--- src/rtl/piso_serializer_if.sv ---
// rtl/piso_serializer_if.sv - word-in / bit-out handshake bundle for piso_serializer
interface piso_serializer_if #(
  parameter int WIDTH = 8
) ();
  logic             in_valid_i;
  logic             in_ready_o;
  logic [WIDTH-1:0] in_data_i;
  logic             out_valid_o;
  logic             out_ready_i;
  logic             serial_o;
  logic             first_o;
  logic             last_o;
  logic             busy_o;

  modport slave (
    input  in_valid_i, in_data_i, out_ready_i,
    output in_ready_o, out_valid_o, serial_o, first_o, last_o, busy_o
  );

  modport master (
    output in_valid_i, in_data_i, out_ready_i,
    input  in_ready_o, out_valid_o, serial_o, first_o, last_o, busy_o
  );
endinterface

--- src/rtl/piso_serializer.sv ---
// rtl/piso_serializer.sv - parallel-in/serial-out shifter with valid/ready on both sides
module piso_serializer #(
  parameter int WIDTH     = 8,
  parameter bit LSB_FIRST = 1'b1
) (
  input  logic                clk,
  input  logic                reset,
  piso_serializer_if.slave    bus
);
  localparam int CW = $clog2(WIDTH);
  localparam logic [CW-1:0] LAST_IDX = CW'(WIDTH - 1);
  localparam logic [CW-1:0] PRE_LAST = CW'(WIDTH - 2);

  if (WIDTH < 2 || WIDTH > 64) begin : g_bad_width
    $error("piso_serializer: WIDTH must be in 2..64");
  end

  typedef enum logic {IDLE, SHIFT} state_t;

  state_t           state;
  logic [WIDTH-1:0] sr;
  logic [CW-1:0]    cnt;
  logic             valid_r;
  logic             first_r;
  logic             last_r;
  logic             accept;
  logic             beat;
  logic             out_bit;
  logic [WIDTH-1:0] sr_shifted;

  // Ready also opens on the last beat so the next word loads with no bubble.
  assign bus.in_ready_o = (state == IDLE) || (valid_r && bus.out_ready_i && last_r);
  assign accept         = bus.in_valid_i && bus.in_ready_o;
  assign beat           = valid_r && bus.out_ready_i;

  assign out_bit    = LSB_FIRST ? sr[0] : sr[WIDTH-1];
  assign sr_shifted = LSB_FIRST ? (sr >> 1) : (sr << 1);

  always_ff @(posedge clk or posedge reset) begin
    if (reset) begin
      state   <= IDLE;
      sr      <= '0;
      cnt     <= '0;
      valid_r <= 1'b0;
      first_r <= 1'b0;
      last_r  <= 1'b0;
    end else if (accept) begin
      state   <= SHIFT;
      sr      <= bus.in_data_i;
      cnt     <= '0;
      valid_r <= 1'b1;
      first_r <= 1'b1;
      last_r  <= 1'b0;
    end else if (beat) begin
      sr      <= sr_shifted;
      first_r <= 1'b0;
      if (cnt == LAST_IDX) begin
        state   <= IDLE;
        cnt     <= '0;
        valid_r <= 1'b0;
        last_r  <= 1'b0;
      end else begin
        cnt    <= cnt + CW'(1);
        last_r <= (cnt == PRE_LAST);
      end
    end
  end

  assign bus.out_valid_o = valid_r;
  assign bus.busy_o      = valid_r;
  assign bus.serial_o    = valid_r & out_bit;
  assign bus.first_o     = first_r;
  assign bus.last_o      = last_r;
endmodule

--- src/flat_wrapper.sv ---
// flat-port wrapper written by rule: the top's interface ports become plain ports
module piso_serializer_flat 
#(
  parameter int WIDTH     = 8,
  parameter bit LSB_FIRST = 1'b1
)
  (clk, reset, bus_in_valid_i, bus_in_data_i, bus_out_ready_i, bus_in_ready_o, bus_out_valid_o, bus_serial_o, bus_first_o, bus_last_o, bus_busy_o);
  piso_serializer_if #(.WIDTH(WIDTH)) bus_i ();
  input  logic clk;
  input  logic reset;
  input wire logic [$bits(bus_i.in_valid_i)-1:0] bus_in_valid_i;
  input wire logic [$bits(bus_i.in_data_i)-1:0] bus_in_data_i;
  input wire logic [$bits(bus_i.out_ready_i)-1:0] bus_out_ready_i;
  output wire logic [$bits(bus_i.in_ready_o)-1:0] bus_in_ready_o;
  output wire logic [$bits(bus_i.out_valid_o)-1:0] bus_out_valid_o;
  output wire logic [$bits(bus_i.serial_o)-1:0] bus_serial_o;
  output wire logic [$bits(bus_i.first_o)-1:0] bus_first_o;
  output wire logic [$bits(bus_i.last_o)-1:0] bus_last_o;
  output wire logic [$bits(bus_i.busy_o)-1:0] bus_busy_o;
  assign bus_i.in_valid_i = bus_in_valid_i;
  assign bus_i.in_data_i = bus_in_data_i;
  assign bus_i.out_ready_i = bus_out_ready_i;
  assign bus_in_ready_o = bus_i.in_ready_o;
  assign bus_out_valid_o = bus_i.out_valid_o;
  assign bus_serial_o = bus_i.serial_o;
  assign bus_first_o = bus_i.first_o;
  assign bus_last_o = bus_i.last_o;
  assign bus_busy_o = bus_i.busy_o;
  piso_serializer #(.WIDTH(WIDTH), .LSB_FIRST(LSB_FIRST)) u_core (.clk(clk), .reset(reset), .bus(bus_i));
endmodule
--- config.mk ---
export PLATFORM = sky130hd
export DESIGN_NAME = piso_serializer_flat
export DESIGN_NICKNAME = d
export VERILOG_FILES = /design/src/rtl/piso_serializer_if.sv /design/src/rtl/piso_serializer.sv /design/src/flat_wrapper.sv
export SDC_FILE = /design/constraint.sdc
export NUM_CORES = 1
export LEC_CHECK = 0
export BUFFER_PORTS_ARGS = -buffer_cell sky130_fd_sc_hd__buf_4
export CORE_UTILIZATION = 35
export CTS_BUF_LIST = sky130_fd_sc_hd__clkbuf_4
export CTS_CLUSTER_DIAMETER = 50
export CTS_CLUSTER_SIZE = 40
export DETAILED_ROUTE_END_ITERATION = 6
export GPL_ROUTABILITY_DRIVEN = 1
export GPL_TIMING_DRIVEN = 0
export PLACE_DENSITY_LB_ADDON = 0.05
export REMOVE_ABC_BUFFERS = 1
export SETUP_SLACK_MARGIN = 0.05
export SLEW_MARGIN = 25
export SYNTH_ARGS = -nofsm -noshare
export SYNTH_HDL_FRONTEND = slang
export SYNTH_SLANG_ARGS = --single-unit
--- constraint.sdc ---
create_clock -name clk -period 1.5 [get_ports clk]
set_clock_uncertainty 0.15 [all_clocks]
set_input_delay 0.225 -clock clk [delete_from_list [all_inputs] [get_ports clk]]
set_output_delay 0.225 -clock clk [all_outputs]
set_load 0.005 [all_outputs]
Yosys cells after proc, flatten, opt, wreduce, memory -nomap -nowiden --
Cells that the tools add are included.
Storage, ports and cells: register bits 14, input bits 12, word-level logic and storage cells 30
Operators by class: add/sub/neg operators 1, equal/unequal tests 2, mux-type cells 13, bitwise logic cells 2, reduce and logical (&&, ||, !) cells 7
Operators by type and width (number):
- $mux W8 | 2
- $mux W3 | 3
- $mux W1 | 8
- $eq A3 B3 Y1 const B | 2
- $reduce_bool A2 Y1 | 2
- $add A3 B1 Y3 const B | 1
- $logic_and A1 B1 Y1 | 3
- $reduce_and A2 Y1 | 1
- $and A1 B1 Y1 | 1
- $logic_or A1 B1 Y1 | 1
- $not A1 Y1 | 1

Depth between registers and ports, before layout --
Gate-level depths: netlist (run 1).
word-level depth 6, gate-level depth with buffers 5

Least setup slack after synthesis (run 1) --
No wires, ideal clock.
path type reg-to-reg, from reg u_core.valid_r (netlist: u_core.bus.busy_o), to reg u_core.sr[0], arrival time 1.195 ns, slack 0.030 ns, cell stages (with the launch flop) 4, path buffers 0, path through dfrtp_1 -> a21bo_4 -> nand2_1 -> mux2_2
On the way: word-level cells in the longest chain between the ends 5, elaborated cells on any way between the ends 7
Ends and longest elaborated chain:
- from (decl) | line piso_serializer.sv:23 | logic valid_r;
- from (signal assigned) | line piso_serializer.sv:44 | valid_r <= 1'b0;
- from (signal assigned) | line piso_serializer.sv:51 | valid_r <= 1'b1;
- from (signal assigned) | line piso_serializer.sv:60 | valid_r <= 1'b0;
- $logic_and A1 B1 Y1 (2 in series) | line piso_serializer.sv:32 | assign bus.in_ready_o = (state == IDLE) || (valid_r && bus.out_ready_i && last_r);
- $logic_or A1 B1 Y1 (*) | line piso_serializer.sv:32
- net bus_in_ready_o | line flat_wrapper.sv:14 | output wire logic [$bits(bus_i.in_ready_o)-1:0] bus_in_ready_o;
- $logic_and A1 B1 Y1 (*) | line piso_serializer.sv:33 | assign accept = bus.in_valid_i && bus.in_ready_o;
- $mux W8 or $reduce_bool A2 Y1 (tied branches)
- to (signal assigned) | line piso_serializer.sv:49 | sr <= bus.in_data_i;
- to (signal assigned) | line piso_serializer.sv:55 | sr <= sr_shifted;
- to (decl) | line piso_serializer.sv:21 | logic [WIDTH-1:0] sr;
The timed path passes the listed nets; every way through them passes the cells marked *. A chain may end at the register's enable or synchronous reset.

Final worst setup path (run 1) --
from reg u_core.valid_r (netlist: u_core.bus.busy_o), to out bus_in_ready_o
On the way: word-level cells in the longest chain between the ends 3, elaborated cells on any way between the ends 4
Ends and longest elaborated chain (line):
- $logic_and A1 B1 Y1 (2 in series) | piso_serializer.sv:32
- $logic_or A1 B1 Y1 (*) | piso_serializer.sv:32
- to (decl) | flat_wrapper.sv:14
Every way passes the cells marked *; elsewhere a longest branch is shown, timed or not.

==> flow_metrics.py, run 1 <==
metrics = {
    "global_routing": {
        "gr-total-overflow": 0,
        "grt_max_degree": 15,
        "grt_usage_pct": 14.5,
        "grt_pass1_wl_um": 2160,
        "antenna_found_initial": 0,
        "grt_pass1_vias": 496,
    },
    "yosys": {
        "yosysSeqAreaShare_pct": 49.3,
        "synth.distinct_cells": 22,
        "avgSynthCellArea_um2": 11.1,
        "synth.ff_latch_count": 14,
        "netlist_area_um2": 711,
        "yosysWarnings": 0,
        "syn_inst": 64,
    },
    "routing": {
        "routed_wl_um": 1270,
        "drc_errors": 0,
        "wl_per_cell_um": 11.3,
        "ant_nets": 0,
        "drt-initial-drc-count": 0,
        "vias_per_cell": 4.69,
        "vias": 525,
        "drtPass1Iterations": 1,
    },
    "floorplan": {
        "start_util_pct": 39.0,
        "coreArea_um2": 1820,
        "fp.dieH_um": 47.1,
        "ios": 18,
        "die_x_um": 47.1,
        "fp.dieArea_um2": 2210,
        "row_count": 15,
    },
    "worst_setup_path": {
        "cp_top_family": "flip-flops",
        "crit_path_cell_trace": "a21bo_4 > buf_6",
        "startpoint": "u_core.bus.busy_o",
        "reg2reg_to": "u_core.sr[2]",
        "arrival_ns": 1.11,
        "cp_num_buf_inv": 1,
        "end_kind": "output pin",
        "ff2ff_setup_slack_ns": 0.03,
        "crit_path_max_fanout": 6,
        "worst_path_max_delay_cell": "dfrtp_2",
        "required_ns": 1.12,
        "max_stage_delay_ns": 0.46,
        "ff2ff_path_depth": 3,
        "r2r_start": "u_core.bus.busy_o",
        "worstSetupPathType": "flop to output pin",
        "cp-start-kind": "flop",
    },
    "layout": {
        "antenna_cells": 0,
        "final_cell_mix": "buf_4 (19), dfrtp_1 (13), nand2_1 (7)",
        "fin_nets": 103,
        "layout_commonest_cell": "buf_4",
        "n_fill_cell": 190,
        "layout-drive-gt1-share_pct": 44.8,
        "areaGrowthSynthToFinish_pct": 34.3,
    },
    "flow_run": {
        "maxCapViolations": 0,
    },
    "sta": {
        "worstMarginPinSlew_ns": 0.552,
        "rsz0062_at_grt": "true",
        "relSlewSlack_pct": 63.2,
        "min_period_ns": 1.49,
        "max_freq_mhz": 673,
        "post-route-period-util_pct": 99.1,
        "hold_ws_ns": 0.0314,
        "hold_violations": 0,
        "slew_violations": 0,
        "setup_viol": 0,
    },
    "clock_network": {
        "numCtsBuffers": 3,
        "cts.reportedPaths.clkPinSlew_ns": 0.08,
        "cts_tree": "yes",
        "htree_num_levels": 1,
        "cts_root_buf": "clkbuf_4",
        "cts_max_path_buffers": 2,
        "clkLatencyLatePin_ns": 0.27,
        "clock_sinks": 14,
    },
    "hold_path": {
        "hold_path.class": "primary input to flop",
        "worstHoldPathCells": 2,
        "hold_path_end": "u_core.sr[1]",
        "holdCritStartpoint": "bus_in_data_i[1]",
    },
    "power_and_ir_drop": {
        "ir_worst_vdd_mv": 0.772,
        "p_total_mw": 1.52,
        "p_leak_nw": 0.465,
        "p_per_area_nw_per_um2": 1590,
    },
    "outcome": {
        "outcome": "finished clean",
    },
    "place": {
        "place_hpwl_um": 855,
        "port-buffer-count": 17,
        "gp_congestion": 0.727,
    },
}
## synthesized netlist by cell type
master | count | area [µm²]
dfrtp_1 | 14 | 350
nand2_1 | 8 | 30.0
nand3_1 | 5 | 25.0
mux2_1 | 4 | 45.0
mux2_2 | 4 | 45.0
mux2i_1 | 4 | 40.0
o21ai_1 | 4 | 20.0
a21oi_1 | 3 | 15.0
ha_1 | 3 | 37.5
inv_1 | 2 | 7.51
nor2_1 | 2 | 7.51
a21bo_4 | 1 | 16.3
a21o_1 | 1 | 7.51
and2_1 | 1 | 6.26
and2_4 | 1 | 8.76
buf_2 | 1 | 5.00
buf_4 | 1 | 7.51
buf_6 | 1 | 11.3
nand2_2 | 1 | 6.26
nand4_1 | 1 | 6.26
nor2b_1 | 1 | 6.26
or2_1 | 1 | 6.26
## power breakdown
part	internal (mW)	switching, mW	leakage [nW]
Clock	0.0962	0.115	0.0154
Sequential	0.530	0.107	0.177
Combinational	0.403	0.268	0.273
## flip-flops by register name (all words and copies together) (netlist names)
register            cells
u_core.bus.busy_o       1
u_core.cnt              3
u_core.bus.last_o       1
u_core.bus.first_o      1
u_core.sr               8
## timing repair
action | CTS | global route
setup endpoints to repair | 5 | 17
pin swaps | 0 | 1
hold buffers | 1 | 0
cloned | 0 | 1
gates resized for setup | 5 | 7
buffers inserted | 2 | 1
hold endpoints to repair | 14 | 0
## layout make-up
class / count / area [µm²] / area share, %
tap: 25 / 31.3 / 3.28
multi-input combinational: 46 / 374 / 39.2
inverter: 2 / 7.51 / 0.786
sequential: 14 / 352 / 36.8
clock inverter: 1 / 3.75 / 0.393
timing repair buffer: 21 / 164 / 17.2
clock buffer: 3 / 22.5 / 2.36
## how the worst max path moves through the flow
stage | to | cells after the start | slack, ns
global route | bus_in_ready_o | 2 | -0.04
detailed placement | u_core.sr[3] | 3 | -0.17
floorplan | u_core.sr[0] | 3 | -0.04
finish | bus_in_ready_o | 2 | 0.01
CTS | bus_in_ready_o | 2 | -0.02
global placement | u_core.sr[0] | 3 | -0.15
## per-layer routing
metal / GRT usage [%] / part of all wire, % / wire length, µm
met1: 20.0 / 49 / 618
met2: 20.6 / 46 / 578
met3: 2.31 / 4.3 / 54
met4: 10.3 / 1.4 / 18
met5: 0 / 0 / 0
## kinds of logic after synthesis
logic type	synth area share [%]
and+or+nand+nor	14.4
buffers and inverters	4.40
muxes	18.3
DFF	49.3
AOI/OAI and AO/OA	8.28
adders and majority gates	5.28
## per-stage QoR
stage	area (µm²)	worst slack (ns)	utilization, %	TNS (ns)	instances
after detailed placement	846	-0.168	46.5	-0.648	103
after floorplan	687	-0.0433	-	-0.173	61
after CTS	918	-0.0218	50.4	-0.0218	110
after global routing	955	-0.0449	52.4	-0.171	112
final	955	0.0133	52.4	0	112
after global placement	846	-0.153	46.5	-0.606	103
No activity file was read; power rests on OpenSTA's default activity.
==> run 2: changes to the inputs <==
CELL_PAD_IN_SITES_DETAIL_PLACEMENT = 0   (was unset)
CELL_PAD_IN_SITES_GLOBAL_PLACEMENT = 1   (was unset)
clock period = 1.4 ns   (was 1.5 ns; I/O delays follow)
==> flow_metrics.py, run 2 (synthesis gave the netlist of run 1 again) <==
metrics = {
    "outcome": {
        "outcome": "complete, but fails checks",
        "violations": "hold timing, setup timing",
    },
    "place": {
        "gp_congestion": 0.640,
        "port-buffer-count": 17,
        "dp_cells": 103,
        "place_hpwl_um": 894,
    },
    "sta": {
        "worstMarginPinSlew_ns": 0.533,
        "min_period_ns": 1.50,
        "setup_viol": 9,
        "post-route-period-util_pct": 107,
        "hold_violations": 1,
        "slew_violations": 0,
        "max_freq_mhz": 667,
        "hold_ws_ns": -0.000760,
        "fin_ws_ns": -0.0983,
        "finalSetupTns_ns": -0.440,
        "rsz0062_at_grt": "true",
        "relSlewSlack_pct": 64.4,
    },
    "clock_network": {
        "cts_max_path_buffers": 2,
        "cts_root_buf": "clkbuf_4",
        "clock_sinks": 14,
        "numCtsBuffers": 3,
        "htree_num_levels": 1,
        "clkLatencyLatePin_ns": 0.29,
        "cts.reportedPaths.clkPinSlew_ns": 0.09,
        "cts_tree": "yes",
    },
    "layout": {
        "antenna_cells": 0,
        "layout.cells.non_filler": 116,
        "top_regs": "u_core.sr x8, u_core.cnt x3",
        "largest_reg_flops": 8,
        "areaGrowthSynthToFinish_pct": 41.0,
        "regMostFlops": "u_core.sr",
        "layout_commonest_cell": "buf_4",
        "fin_nets": 107,
        "final_cell_mix": "buf_4 (21), dfrtp_1 (13), nand2_1 (7)",
        "layout-drive-gt1-share_pct": 49.5,
    },
    "global_routing": {
        "grt_pass1_vias": 565,
        "grt_max_degree": 15,
        "antenna_found_initial": 0,
        "grt_pass1_wl_um": 2530,
        "grt_usage_pct": 17.0,
        "gr-total-overflow": 0,
    },
    "power_and_ir_drop": {
        "ir_worst_vdd_mv": 1.07,
        "p_leak_nw": 0.483,
        "p_total_mw": 1.78,
        "p_per_area_nw_per_um2": 1770,
    },
    "worst_setup_path": {
        "cp.depth": 2,
        "crit_end": "bus_in_ready_o",
        "ff2ff_setup_slack_ns": -0.08,
        "arrival_ns": 1.14,
        "r2r_start": "u_core.bus.busy_o",
        "end_kind": "output pin",
        "required_ns": 1.04,
        "cp_num_buf_inv": 1,
        "reg2reg_to": "u_core.bus.busy_o",
        "cp_top_family": "flip-flops",
        "crit_path_max_fanout": 5,
        "cp-start-kind": "flop",
        "startpoint": "u_core.bus.busy_o",
        "max_stage_delay_ns": 0.46,
        "crit_path_cell_trace": "a21bo_4 > buf_6",
        "worst_path_max_delay_cell": "dfrtp_2",
        "ff2ff_path_depth": 4,
        "worstSetupPathType": "flop to output pin",
    },
    "routing": {
        "ant_nets": 0,
        "vias": 561,
        "drc_errors": 0,
        "drt-initial-drc-count": 1,
        "drtPass1Iterations": 2,
        "routed_wl_um": 1460,
        "wl_per_cell_um": 12.6,
        "vias_per_cell": 4.84,
    },
    "floorplan": {
        "fp.dieArea_um2": 2210,
        "row_count": 15,
        "start_util_pct": 39.0,
        "coreArea_um2": 1820,
        "fp.dieH_um": 47.1,
        "die_x_um": 47.1,
        "ios": 18,
    },
    "hold_path": {
        "hold_path.class": "primary input to flop",
    },
    "flow_run": {
        "maxCapViolations": 0,
    },
}
[run 2: cell type report]
class,instances,area [µm²]
fill,177,818
multi-input combinational,46,385
sequential,14,352
timing repair buffer,25,200
tap,25,31.3
clock buffer,3,22.5
inverter,2,7.51
clock inverter,1,3.75
[run 2: what timing repair did]
| action | CTS | global route |
|---|---|---|
| cloned | 1 | 0 |
| setup endpoints to repair | 12 | 17 |
| hold buffers | 2 | 0 |
| resized for setup | 8 | 8 |
| buffers inserted | 6 | 0 |
| endpoints found under the hold margin | 15 | 0 |
| pin swaps | 6 | 0 |
[run 2: layer usage]
metal  part of all wire, %  GRT usage [%]  up-vias
met5                     0              0        -
met1                    44           21.0      266
met4                   2.6           9.71        0
li1                      -              -      275
met3                   2.7           2.31        6
met2                    50           28.3       14
[run 2: report_power, final]
group          internal, mW  switching (mW)  total [mW]
combinational         0.512           0.338       0.850
sequential            0.568           0.113       0.680
clock                 0.104           0.143       0.246
total                  1.18           0.593        1.78
[run 2: through the flow]
stage / util, % / hold slack (ns) / setup WS [ns] / instance area (µm²)
floorplan: - / -0.0508 / -0.143 / 687
global placement: 46.5 / 0.150 / -0.257 / 846
detailed placement: 46.5 / 0.140 / -0.269 / 846
CTS: 53.5 / 0.000162 / -0.0959 / 973
global route: 55.1 / 0.00236 / -0.142 / 1000
finish: 55.1 / -0.000760 / -0.0983 / 1000
[run 2: how the worst min path moves through the flow]
stage / slack [ns] / depth (start not counted) / from / to
floorplan: -0.05 / 1 / reset / u_core.bus.busy_o
global placement: 0.15 / 2 / reset / u_core.cnt[1]
detailed placement: 0.14 / 2 / reset / u_core.cnt[1]
CTS: 0.0002 / 2 / bus_in_data_i[2] / u_core.sr[2]
global route: 0.002 / 2 / bus_in_data_i[2] / u_core.sr[2]
finish: -0.0008 / 2 / bus_in_data_i[2] / u_core.sr[2]
==> run 3: changes to the inputs <==
RECOVER_POWER = 50   (was unset)
==> flow_metrics.py, run 3 (synthesis gave the netlist of run 1 again) <==
metrics = {
    "layout": {
        "finish.utilization_pct": 55.1,
        "areaGrowthSynthToFinish_pct": 41.0,
        "fin_area_um2": 1000,
        "top_regs": "u_core.sr x8, u_core.cnt x3",
        "layout_commonest_cell": "buf_4",
        "layout.cells.non_filler": 116,
        "final_cell_mix": "buf_4 (20), dfrtp_1 (13), nand2_1 (7)",
        "fin_nets": 107,
        "largest_reg_flops": 8,
        "layout-drive-gt1-share_pct": 49.5,
        "antenna_cells": 0,
        "regMostFlops": "u_core.sr",
    },
    "clock_network": {
        "cts_tree": "yes",
        "cts.reportedPaths.clkPinSlew_ns": 0.09,
        "numCtsBuffers": 3,
        "clkLatencyLatePin_ns": 0.29,
        "cts_root_buf": "clkbuf_4",
        "clock_sinks": 14,
        "cts_max_path_buffers": 2,
        "htree_num_levels": 1,
    },
    "sta": {
        "max_freq_mhz": 667,
        "fin_ws_ns": -0.0984,
        "relSlewSlack_pct": 64.4,
        "setup_viol": 9,
        "min_period_ns": 1.50,
        "post-route-period-util_pct": 107,
        "slew_violations": 0,
        "rsz0062_at_grt": "true",
        "hold_ws_ns": -0.000743,
        "worstMarginPinSlew_ns": 0.533,
        "finalSetupTns_ns": -0.441,
        "hold_violations": 1,
    },
    "routing": {
        "ant_nets": 0,
        "highest_layer": "met4",
        "met1_length_um": 647,
        "drt-initial-drc-count": 1,
        "vias": 561,
        "routed_wl_um": 1460,
        "wl_per_cell_um": 12.6,
        "route.met2.wl_um": 731,
        "drc_errors": 0,
        "wl_met3_um": 39,
        "vias_per_cell": 4.84,
        "drtPass1Iterations": 2,
    },
    "outcome": {
        "violations": "hold timing, setup timing",
        "outcome": "complete, but fails checks",
    },
    "floorplan": {
        "row_count": 15,
        "fp.dieH_um": 47.1,
        "ios": 18,
        "die_x_um": 47.1,
        "coreArea_um2": 1820,
        "start_util_pct": 39.0,
        "fp.dieArea_um2": 2210,
    },
    "global_routing": {
        "grt_pass1_vias": 565,
        "grt_pass1_wl_um": 2530,
        "gr-total-overflow": 0,
        "grt_max_degree": 15,
        "grt_usage_pct": 17.0,
        "antenna_found_initial": 0,
    },
    "power_and_ir_drop": {
        "ir_worst_vdd_mv": 1.07,
        "p_per_area_nw_per_um2": 1770,
        "p_leak_nw": 0.483,
        "p_total_mw": 1.78,
    },
    "place": {
        "dp_slack_ns": -0.269,
        "dpl_cell_area_um2": 846,
        "dp_cells": 103,
        "gp_congestion": 0.640,
        "place_hpwl_um": 894,
        "port-buffer-count": 17,
    },
    "worst_setup_path": {
        "crit_path_max_fanout": 5,
        "arrival_ns": 1.14,
        "required_ns": 1.04,
        "end_kind": "output pin",
        "cp-start-kind": "flop",
        "worstSetupPathType": "flop to output pin",
    },
    "hold_path": {
        "hold_path.class": "primary input to flop",
    },
    "flow_run": {
        "maxCapViolations": 0,
    },
}
run 3: worst max-delay path, stage by stage (launching register included):
cell	delay [ns]
dfrtp_2	0.46
a21bo_4	0.28
buf_6	0.12
run 3: final timing paths:
kind / slack (ns) / end / startpoint / depth (start not counted)
setup / recovery: -0.1 / bus_in_ready_o / u_core.bus.busy_o / 2
hold / removal: -0.0007 / u_core.sr[2] / bus_in_data_i[2] / 2
setup reg to reg: -0.08 / u_core.bus.busy_o / u_core.bus.busy_o / 4
hold reg to reg: 0.34 / u_core.bus.first_o / u_core.bus.first_o / 2
max in group asynchronous: 0.35 / u_core.bus.busy_o / reset / 3
min in group asynchronous: 0.35 / u_core.cnt[2] / reset / 3
run 3: power by group:
part,total [mW],switching (mW),internal [mW]
clock,0.246,0.143,0.104
sequential,0.680,0.113,0.568
combinational,0.850,0.338,0.512
total,1.78,0.593,1.18
run 3: layout make-up:
cell class | count | area (µm²)
inverter | 2 | 7.51
clock buffer | 3 | 22.5
clock inverter | 1 | 3.75
multi-input combinational | 46 | 385
timing repair buffer | 25 | 200
sequential | 14 | 352
tap | 25 | 31.3
fill | 177 | 818
run 3: metal layers:
layer	vias up	global-route usage [%]
met5	-	0
met3	6	2.31
li1	275	-
met1	266	21.0
met4	0	9.71
met2	14	28.3
run 3: timing repair:
item,in CTS,in global routing
setup endpoints to repair,12,17
gates cloned,1,0
setup buffers,6,0
pin swaps,6,0
hold buffers,2,0
resized for setup,8,8
endpoints found under the hold margin,15,0
